--- config.mk ---
export PLATFORM = sky130hd
export DESIGN_NAME = sync_hs_arbiter
export DESIGN_NICKNAME = d
export VERILOG_FILES = /design/src/rtl/sync_hs_pkg.sv /design/src/rtl/prim_flop_2sync.sv /design/src/rtl/sync_hs_arbiter.sv
export SDC_FILE = /design/constraint.sdc
export NUM_CORES = 1
export LEC_CHECK = 0
export CAP_MARGIN = 20
export CORE_AREA = 2 2 79 100
export CTS_BUF_LIST = sky130_fd_sc_hd__clkbuf_16
export CTS_CLUSTER_SIZE = 40
export DETAILED_ROUTE_END_ITERATION = 8
export DIE_AREA = 0 0 81 102
export HOLD_SLACK_MARGIN = 0.03
export PLACE_DENSITY = 0.85
export SYNTH_ARGS = -nofsm -noshare
export SYNTH_HDL_FRONTEND = slang
export SYNTH_SLANG_ARGS = --single-unit
--- constraint.sdc ---
create_clock -name clk_i -period 5 [get_ports clk_i]
set_input_delay 1 -clock clk_i [delete_from_list [all_inputs] [get_ports clk_i]]
set_output_delay 1 -clock clk_i [all_outputs]
set_load 0.03 [all_outputs]
--- src/rtl/sync_hs_pkg.sv ---
// Shared types for the round-robin 4-phase handshake arbiter: FSM state encoding
// and the default per-phase watchdog limit.
package sync_hs_pkg;

    typedef enum logic [1:0] {
        IDLE    = 2'b00,
        REQ     = 2'b01,
        RELEASE = 2'b10
    } state_e;

    localparam int unsigned DefaultTimeoutCycles = 1024;

endpackage

--- src/rtl/prim_flop_2sync.sv ---
// Two-flop synchronizer for bringing asynchronous levels into the clk_i domain.
module prim_flop_2sync #(
    parameter int               Width      = 16,
    parameter logic [Width-1:0] ResetValue = '0
) (
    input  logic             clk_i,
    input  logic             rst_ni,
    input  logic [Width-1:0] d_i,
    output logic [Width-1:0] q_o
);

    logic [Width-1:0] stage1_reg;
    logic [Width-1:0] stage2_reg;

    always_ff @(posedge clk_i or negedge rst_ni) begin
        if (!rst_ni) begin
            stage1_reg <= ResetValue;
            stage2_reg <= ResetValue;
        end else begin
            stage1_reg <= d_i;
            stage2_reg <= stage1_reg;
        end
    end

    assign q_o = stage2_reg;

endmodule

--- src/rtl/sync_hs_arbiter.sv ---
// Round-robin arbiter sharing one 4-phase req/ack channel between NumReq requesters.
// Define SYNC_HS_TIMEOUT_EN to add a per-phase watchdog that reports aborts on err_o.
module sync_hs_arbiter
    import sync_hs_pkg::*;
#(
    parameter int          NumReq        = 4,
    parameter int          DataWidth     = 32,
    parameter int unsigned TimeoutCycles = DefaultTimeoutCycles
) (
    input  logic                          clk_i,
    input  logic                          rst_i,
    input  logic [NumReq-1:0]             req_valid_i,
    input  logic [NumReq*DataWidth-1:0]   req_data_i,
    output logic [NumReq-1:0]             req_ready_o,
    output logic [NumReq-1:0]             done_o,
    output logic                          err_o,
    output logic                          hs_req_o,
    output logic [DataWidth-1:0]          hs_data_o,
    input  logic                          hs_ack_i,
    output logic                          busy_o,
    output logic [$clog2(NumReq)-1:0]     grant_idx_o
);

    localparam int IdxW = $clog2(NumReq);

    if (NumReq < 2 || TimeoutCycles < 2) begin : g_bad_params
        $error("sync_hs_arbiter: NumReq and TimeoutCycles must both be at least 2");
    end

    state_e                state_reg;
    logic [IdxW-1:0]       ptr_reg;
    logic [IdxW-1:0]       grant_idx_reg;
    logic                  hs_req_reg;
    logic [DataWidth-1:0]  hs_data_reg;
    logic [NumReq-1:0]     done_reg;
    logic                  ack_s;

    logic [IdxW-1:0]       cand;
    logic [IdxW-1:0]       pick_idx;
    logic                  pick_found;
    logic [IdxW-1:0]       ptr_next;
    logic                  grant_en;

    prim_flop_2sync #(
        .Width      (1),
        .ResetValue (1'b0)
    ) u_ack_sync (
        .clk_i  (clk_i),
        .rst_ni (~rst_i),
        .d_i    (hs_ack_i),
        .q_o    (ack_s)
    );

    // First valid requester at or after ptr_reg, wrapping modulo NumReq.
    always_comb begin
        cand       = '0;
        pick_idx   = '0;
        pick_found = 1'b0;
        for (int i = 0; i < NumReq; i++) begin
            cand = IdxW'((int'(ptr_reg) + i) % NumReq);
            if (!pick_found && req_valid_i[cand]) begin
                pick_found = 1'b1;
                pick_idx   = cand;
            end
        end
    end

    assign ptr_next    = (pick_idx == IdxW'(NumReq - 1)) ? '0 : pick_idx + 1'b1;
    // A stale ack (e.g. still high after reset) blocks new grants.
    assign grant_en    = (state_reg == IDLE) && !ack_s && pick_found;
    assign req_ready_o = grant_en ? (NumReq'(1) << pick_idx) : '0;

`ifdef SYNC_HS_TIMEOUT_EN
    localparam int CntW = $clog2(TimeoutCycles);

    logic [CntW-1:0] cnt_reg;
    logic            err_flag_reg;
    logic            err_reg;
    logic            phase_timeout;

    assign phase_timeout = (cnt_reg == CntW'(TimeoutCycles - 1));
    assign err_o         = err_reg;
`else
    assign err_o = 1'b0;
`endif

    always_ff @(posedge clk_i or posedge rst_i) begin
        if (rst_i) begin
            state_reg     <= IDLE;
            ptr_reg       <= '0;
            grant_idx_reg <= '0;
            hs_req_reg    <= 1'b0;
            hs_data_reg   <= '0;
            done_reg      <= '0;
`ifdef SYNC_HS_TIMEOUT_EN
            cnt_reg       <= '0;
            err_flag_reg  <= 1'b0;
            err_reg       <= 1'b0;
`endif
        end else begin
            done_reg <= '0;
`ifdef SYNC_HS_TIMEOUT_EN
            err_reg  <= 1'b0;
            cnt_reg  <= cnt_reg + 1'b1;
`endif
            case (state_reg)
                IDLE: begin
                    if (grant_en) begin
                        hs_data_reg   <= req_data_i[pick_idx*DataWidth +: DataWidth];
                        grant_idx_reg <= pick_idx;
                        ptr_reg       <= ptr_next;
                        hs_req_reg    <= 1'b1;
                        state_reg     <= REQ;
`ifdef SYNC_HS_TIMEOUT_EN
                        cnt_reg       <= '0;
                        err_flag_reg  <= 1'b0;
`endif
                    end
                end
                REQ: begin
                    if (ack_s) begin
                        hs_req_reg <= 1'b0;
                        state_reg  <= RELEASE;
`ifdef SYNC_HS_TIMEOUT_EN
                        cnt_reg    <= '0;
`endif
                    end
`ifdef SYNC_HS_TIMEOUT_EN
                    // Abandon the request; the error is reported when the phase closes.
                    else if (phase_timeout) begin
                        hs_req_reg   <= 1'b0;
                        state_reg    <= RELEASE;
                        cnt_reg      <= '0;
                        err_flag_reg <= 1'b1;
                    end
`endif
                end
                RELEASE: begin
                    if (!ack_s) begin
                        state_reg <= IDLE;
                        done_reg  <= NumReq'(1) << grant_idx_reg;
`ifdef SYNC_HS_TIMEOUT_EN
                        err_reg   <= err_flag_reg;
`endif
                    end
`ifdef SYNC_HS_TIMEOUT_EN
                    else if (phase_timeout) begin
                        state_reg <= IDLE;
                        done_reg  <= NumReq'(1) << grant_idx_reg;
                        err_reg   <= 1'b1;
                    end
`endif
                end
                default: state_reg <= IDLE;
            endcase
        end
    end

    assign hs_req_o    = hs_req_reg;
    assign hs_data_o   = hs_data_reg;
    assign done_o      = done_reg;
    assign busy_o      = (state_reg != IDLE);
    assign grant_idx_o = grant_idx_reg;

endmodule

==> impl_metrics.env, run 1 <==
export IMPL_status="complete, no violations"
export IMPL_n_fill_cell=611
export IMPL_clock_latency_ns=0.28
export IMPL_yosys_area_top_type_share_pct=39.4
export IMPL_antenna_found_initial=0
export IMPL_gp_congestion=0.783
export IMPL_grtUsageTotal_pct=21.0
export IMPL_synthToLayoutAreaGrowth_pct=67.9
export IMPL_postCtsSetupBuffers=0
export IMPL_cts_buffers=5
export IMPL_drv_slew=0
export IMPL_finalPower_mw=2.32
export IMPL_syn_inst=244
export IMPL_htree_levels=2
export IMPL_fin_setup_tns_ns=0
export IMPL_dpl_hpwl_mm=6.66
export IMPL_swShare_pct=40.2
export IMPL_routed_wl_mm=8.77
export IMPL_ys_seq_area_share_pct=39.4
export IMPL_dr_pass1_iters=4
export IMPL_seq_power_share_pct=27.6
export IMPL_endpoint_kind="primary output"
export IMPL_drtIter0Drc=81
export IMPL_fin_skew_ns=0.00453
export IMPL_coreArea_um2=7270
export IMPL_p_switching_mw=0.934
export IMPL_power_density_nw_per_um2=483
export IMPL_ios=180
export IMPL_grt_setup_unrepaired="no"
export IMPL_ant_nets=0
export IMPL_root_buffer="clkbuf_16"
export IMPL_cts_hold_buf=0
export IMPL_grt_ovfl_total=0
export IMPL_grt_max_degree=46
export IMPL_ys_ff_latch=45
export IMPL_timing_final_crit_period_ns=4.49
export IMPL_cts_sinks=45
export IMPL_holdWs_ns=0.355
export IMPL_vias_per_cell=5.26
export IMPL_cts_tree="yes"
export IMPL_arrival_ns=3.49
export IMPL_cp_start_kind="input port"
export IMPL_hold_depth=0
export IMPL_intPower_mw=1.39
export IMPL_wire_per_inst_um=17.3
export IMPL_cts_resized_gates=0
export IMPL_die_h_um=102
export IMPL_yosysWarnings=0
export IMPL_synthFlopType="dfrtp_1"
export IMPL_hp_class="register to register"
export IMPL_tightest_slew_ns=0.552
export IMPL_grt_pass1_wl_mm=13.4
export IMPL_slew_headroom_pct=63.2
export IMPL_ir_drop_v=0.000256
export IMPL_setup_violations=0
export IMPL_max_cap_viol_count=0
export IMPL_largest_register_ffs=32
export IMPL_drive_gt1_share_pct=19.3
export IMPL_fmax_mhz=223
export IMPL_worst_path_max_fanout=18
export IMPL_finalCritPeriodShare_pct=89.8
export IMPL_syn_num_nets=380
export IMPL_yosys_top_cells_count="dfrtp_1, nand2_1, mux2i_1"
export IMPL_synth_cell_types=39
export IMPL_grt_pass1_vias=2748
export IMPL_pwr_share_comb_pct=56.0
export IMPL_p_clk_share_pct=16.3
export IMPL_via_count=2665
export IMPL_syn_area_um2=2860
export IMPL_path_clk_slew_ns=0.06
export IMPL_synth_edf_count=0
export IMPL_async_reset_ff_share_pct=100
export IMPL_post_synth_top_count_cell="dfrtp_1"
export IMPL_rr_worst_depth=6
export IMPL_synth_area_top_cells="dfrtp_1, a22oi_2, o211ai_2, mux2i_1, nand2_1"
export IMPL_avgSynthCellArea_um2=11.7
export IMPL_antenna_cells=0
export IMPL_required_ns=4.00
export IMPL_start_util_pct=39.3
export IMPL_drc=0
export IMPL_hold_violations=0
export IMPL_final_nets=550
export IMPL_crit_type="input port to primary output"
export IMPL_cts_buffer_depth=2
export IMPL_port_buffers=178
export IMPL_die_width_um=81
export IMPL_power_leakage_nw=1.92
export IMPL_rows=35
export IMPL_post_synth_top_area_cell="dfrtp_1"
export IMPL_dieArea_um2=8260
[placed cells by master (no fill, tap or decap), types with 2 or more instances in the layout]
cell,count
clkdlybuf4s50_1,177
dfrtp_1,45
nand2_1,37
mux2i_1,32
a22oi_2,29
o211ai_2,27
nor2_1,6
a21oi_1,5
o211ai_1,5
clkbuf_16,5
buf_4,5
nand2b_1,4
inv_1,3
a22oi_1,3
o21ai_0,2
and3_1,2
[per-layer routing]
metal / GRT usage (%) / up-vias / share of wire [%]
li1: - / 1248 / -
met1: 22.9 / 1309 / 37
met2: 40.5 / 99 / 56
met3: 4.15 / 9 / 5.5
met4: 5.48 / 0 / 1.3
met5: 0 / - / 0
[final cells by class]
| cell class | count | area (um2) | share of cell area (%) |
|---|---|---|---|
| inverters | 4 | 15.0 | 0.313 |
| flip-flops and latches | 45 | 1130 | 23.5 |
| clock inverters | 3 | 46.3 | 0.964 |
| well taps | 92 | 115 | 2.40 |
| repair buffers | 183 | 1830 | 38.1 |
| clock buffers | 5 | 125 | 2.61 |
| multi-input cells | 175 | 1540 | 32.2 |
[power by group through the flow]
| stage | Sequential [mW] | Combinational (mW) | Clock (mW) |
|---|---|---|---|
| 3_3_place_gp | 0.639 | 1.29 | 0 |
| 3_5_place_dp | 0.647 | 1.31 | 0 |
| 6_report | 0.642 | 1.30 | 0.379 |
| 4_1_cts | 0.642 | 1.32 | 0.387 |
| 5_1_grt | 0.663 | 1.37 | 0.403 |
| 2_1_floorplan | 0.906 | 0.557 | 0 |
[path summary, 6_finish.rpt]
check | from | endpoint | slack, ns
setup / recovery | req_valid_i[1] | req_ready_o[3] | 0.51
hold / removal | u_ack_sync.stage1_reg | u_ack_sync.q_o | 0.35
setup reg to reg | state_reg[0] | hs_data_o[24] | 2.83
hold reg to reg | u_ack_sync.stage1_reg | u_ack_sync.q_o | 0.35
max in group asynchronous | rst_i | hs_data_o[11] | 3.68
min in group asynchronous | rst_i | hs_data_o[26] | 0.89
[cell families after synthesis]
| group | Yosys count | synth area share [%] |
|---|---|---|
| compound gates | 79 | 30.9 |
| simple gates | 60 | 10.4 |
| flops | 45 | 39.4 |
| mux | 34 | 12.0 |
| buf+inv | 24 | 6.74 |
| fa+ha+maj | 1 | 0.438 |
| other cells | 1 | 0.131 |
[critical path, stage by stage]
cell and delay [ns]:
clkdlybuf4s50_1 0.51, nand2b_1 0.22, a21oi_1 0.13, o32a_2 0.52
ha_1 0.26, and3_1 0.16, clkdlybuf4s50_1 0.68
[stage by stage]
stage                     worst slack (ns)  utilization (%)  area, um2  std cells
final                                0.509             66.0       4800        507
after global routing                 0.346             66.0       4800        507
after CTS                            0.491             65.8       4780        506
after detailed placement             0.502             63.4       4610        498
after global placement               0.587             63.4       4610        498
after floorplan                       1.62                -       2860        244
Power figures use the tool's default switching activity.
==> run 2, diff against run 1 <==
--- a/config.mk
+++ b/config.mk
@@ -5,7 +5,7 @@
 export SDC_FILE = /design/constraint.sdc
 export NUM_CORES = 1
 export LEC_CHECK = 0
-export CAP_MARGIN = 20
+export CAP_MARGIN = 15
 export CORE_AREA = 2 2 79 100
 export CTS_BUF_LIST = sky130_fd_sc_hd__clkbuf_16
 export CTS_CLUSTER_SIZE = 40
==> run 2 against run 1 <==
  * Combinational power hardly changed
  * Total power about the same
  * Flip-flop and latch count unchanged
  * Final area is 0.42% lower
  * Largest cell class unchanged
  * Largest power group unchanged
==> impl_metrics.env, run 2 (synthesis gave the netlist of run 1 again) <==
export IMPL_fin_area_um2=4780
export IMPL_grtUsageTotal_pct=21.0
export IMPL_finalCritPeriodShare_pct=89.8
export IMPL_power_leakage_nw=1.91
export IMPL_layout_common_cells="clkdlybuf4s50_1, dfrtp_1, nand2_1"
export IMPL_use_met2_pct=40.5
export IMPL_antenna_cells=0
export IMPL_slew_headroom_pct=35.5
export IMPL_setup_violations=0
export IMPL_max_cap_viol_count=0
export IMPL_wire_per_inst_um=17.3
export IMPL_ios=180
export IMPL_placed_area_um2=4610
export IMPL_crit_path_cell_trace="clkdlybuf4s50_1 -> nand2b_1 -> a21oi_1 -> o32a_2 -> ha_1 -> and3_1 -> clkdlybuf4s50_1"
export IMPL_gp_congestion=0.783
export IMPL_finish_utilization_pct=65.8
export IMPL_hp_class="register to register"
export IMPL_routed_wl_mm=8.73
export IMPL_via_count=2647
export IMPL_grt_pass1_vias=2748
export IMPL_path_clk_slew_ns=0.06
export IMPL_vias_per_cell=5.23
export IMPL_layout_commonest_cell="clkdlybuf4s50_1"
export IMPL_grt_util_met1_pct=22.9
export IMPL_ir_drop_v=0.000256
export IMPL_dpl_hpwl_mm=6.66
export IMPL_die_width_um=81
export IMPL_die_h_um=102
export IMPL_crit_buf_inv=2
export IMPL_cts_resized_gates=0
export IMPL_cpMaxStageDelayCell="clkdlybuf4s50_1"
export IMPL_antenna_found_initial=0
export IMPL_synthToLayoutAreaGrowth_pct=67.2
export IMPL_start_util_pct=39.3
export IMPL_fmax_mhz=223
export IMPL_fin_setup_tns_ns=0
export IMPL_cp_start_kind="input port"
export IMPL_rows=35
export IMPL_coreArea_um2=7270
export IMPL_final_nets=549
export IMPL_n_fill_cell=613
export IMPL_grt_setup_unrepaired="no"
export IMPL_tightest_slew_ns=0.966
export IMPL_drtIter0Drc=86
export IMPL_grt_max_degree=46
export IMPL_max_stage_delay_ns=0.69
export IMPL_dr_pass1_iters=4
export IMPL_endpoint_kind="primary output"
export IMPL_worstHoldStart="u_ack_sync.stage1_reg"
export IMPL_htree_levels=2
export IMPL_drive_gt1_share_pct=19.1
export IMPL_startpoint="req_valid_i[1]"
export IMPL_required_ns=4.00
export IMPL_fin_skew_ns=0.00468
export IMPL_crit_type="input port to primary output"
export IMPL_ant_nets=0
export IMPL_timing_critical_path_mode_cell="clkdlybuf4s50_1"
export IMPL_cts_buffer_depth=2
export IMPL_drv_slew=0
export IMPL_hold_violations=0
export IMPL_drc=0
export IMPL_root_buffer="clkbuf_16"
export IMPL_cts_buffers=5
export IMPL_met3_usage_pct=4.15
export IMPL_gr_max_usage_layer="met2"
export IMPL_arrival_ns=3.49
export IMPL_critical_path_top_delay_family="buffers and inverters"
export IMPL_port_buffers=178
export IMPL_worst_path_max_fanout=18
export IMPL_cts_sinks=45
export IMPL_status="complete, no violations"
export IMPL_rr_startpoint="state_reg[0]"
export IMPL_power_density_nw_per_um2=485
export IMPL_largest_register_ffs=32
export IMPL_timing_final_crit_period_ns=4.49
export IMPL_postCtsSetupBuffers=0
export IMPL_grt_pass1_wl_mm=13.4
export IMPL_cts_hold_buf=0
export IMPL_dieArea_um2=8260
export IMPL_cts_tree="yes"
export IMPL_clock_latency_ns=0.28
export IMPL_grt_ovfl_total=0
-- run 2: cell types whose count changed in the layout (fill, tap and decap cells not counted) --
cell    before  now
buf_12       1    0
-- run 2: final timing paths --
kind | slack [ns] | to | cells after the start
setup / recovery | 0.51 | req_ready_o[3] | 7
hold / removal | 0.36 | u_ack_sync.q_o | 0
setup reg to reg | 2.85 | hs_data_o[24] | 6
hold reg to reg | 0.36 | u_ack_sync.q_o | 0
max in group asynchronous | 3.15 | hs_data_o[11] | 2
min in group asynchronous | 1.25 | hs_data_o[26] | 2
-- run 2: layer usage --
metal | vias to the layer above | part of all wire [%]
met5 | - | 0
met4 | 0 | 1.3
met3 | 9 | 5.5
met2 | 97 | 56
met1 | 1296 | 37
li1 | 1245 | -
-- run 2: where the power goes --
part / internal [mW] / leakage, nW / switching (mW)
sequential: 0.516 / 0.559 / 0.126
clock: 0.237 / 0.0800 / 0.143
combinational: 0.632 / 1.27 / 0.665
total: 1.38 / 1.91 / 0.934
-- run 2: area by class of cell --
cell class	instances	area [um2]	area share (%)
flip-flops and latches	45	1130	23.6
repair buffers	182	1810	37.8
inverters	4	15.0	0.314
multi-input cells	175	1540	32.3
clock buffers	5	125	2.62
clock inverters	3	46.3	0.968
well taps	92	115	2.41
-- run 2: metrics by stage --
stage          instances  worst slack [ns]  hold slack, ns  total power, mW
2_1_floorplan        244              1.62           0.331             1.46
3_3_place_gp         498             0.587           0.332             1.93
3_5_place_dp         498             0.502           0.340             1.96
4_1_cts              506             0.491           0.355             2.34
5_1_grt              506             0.346           0.364             2.44
6_report             506             0.510           0.359             2.32
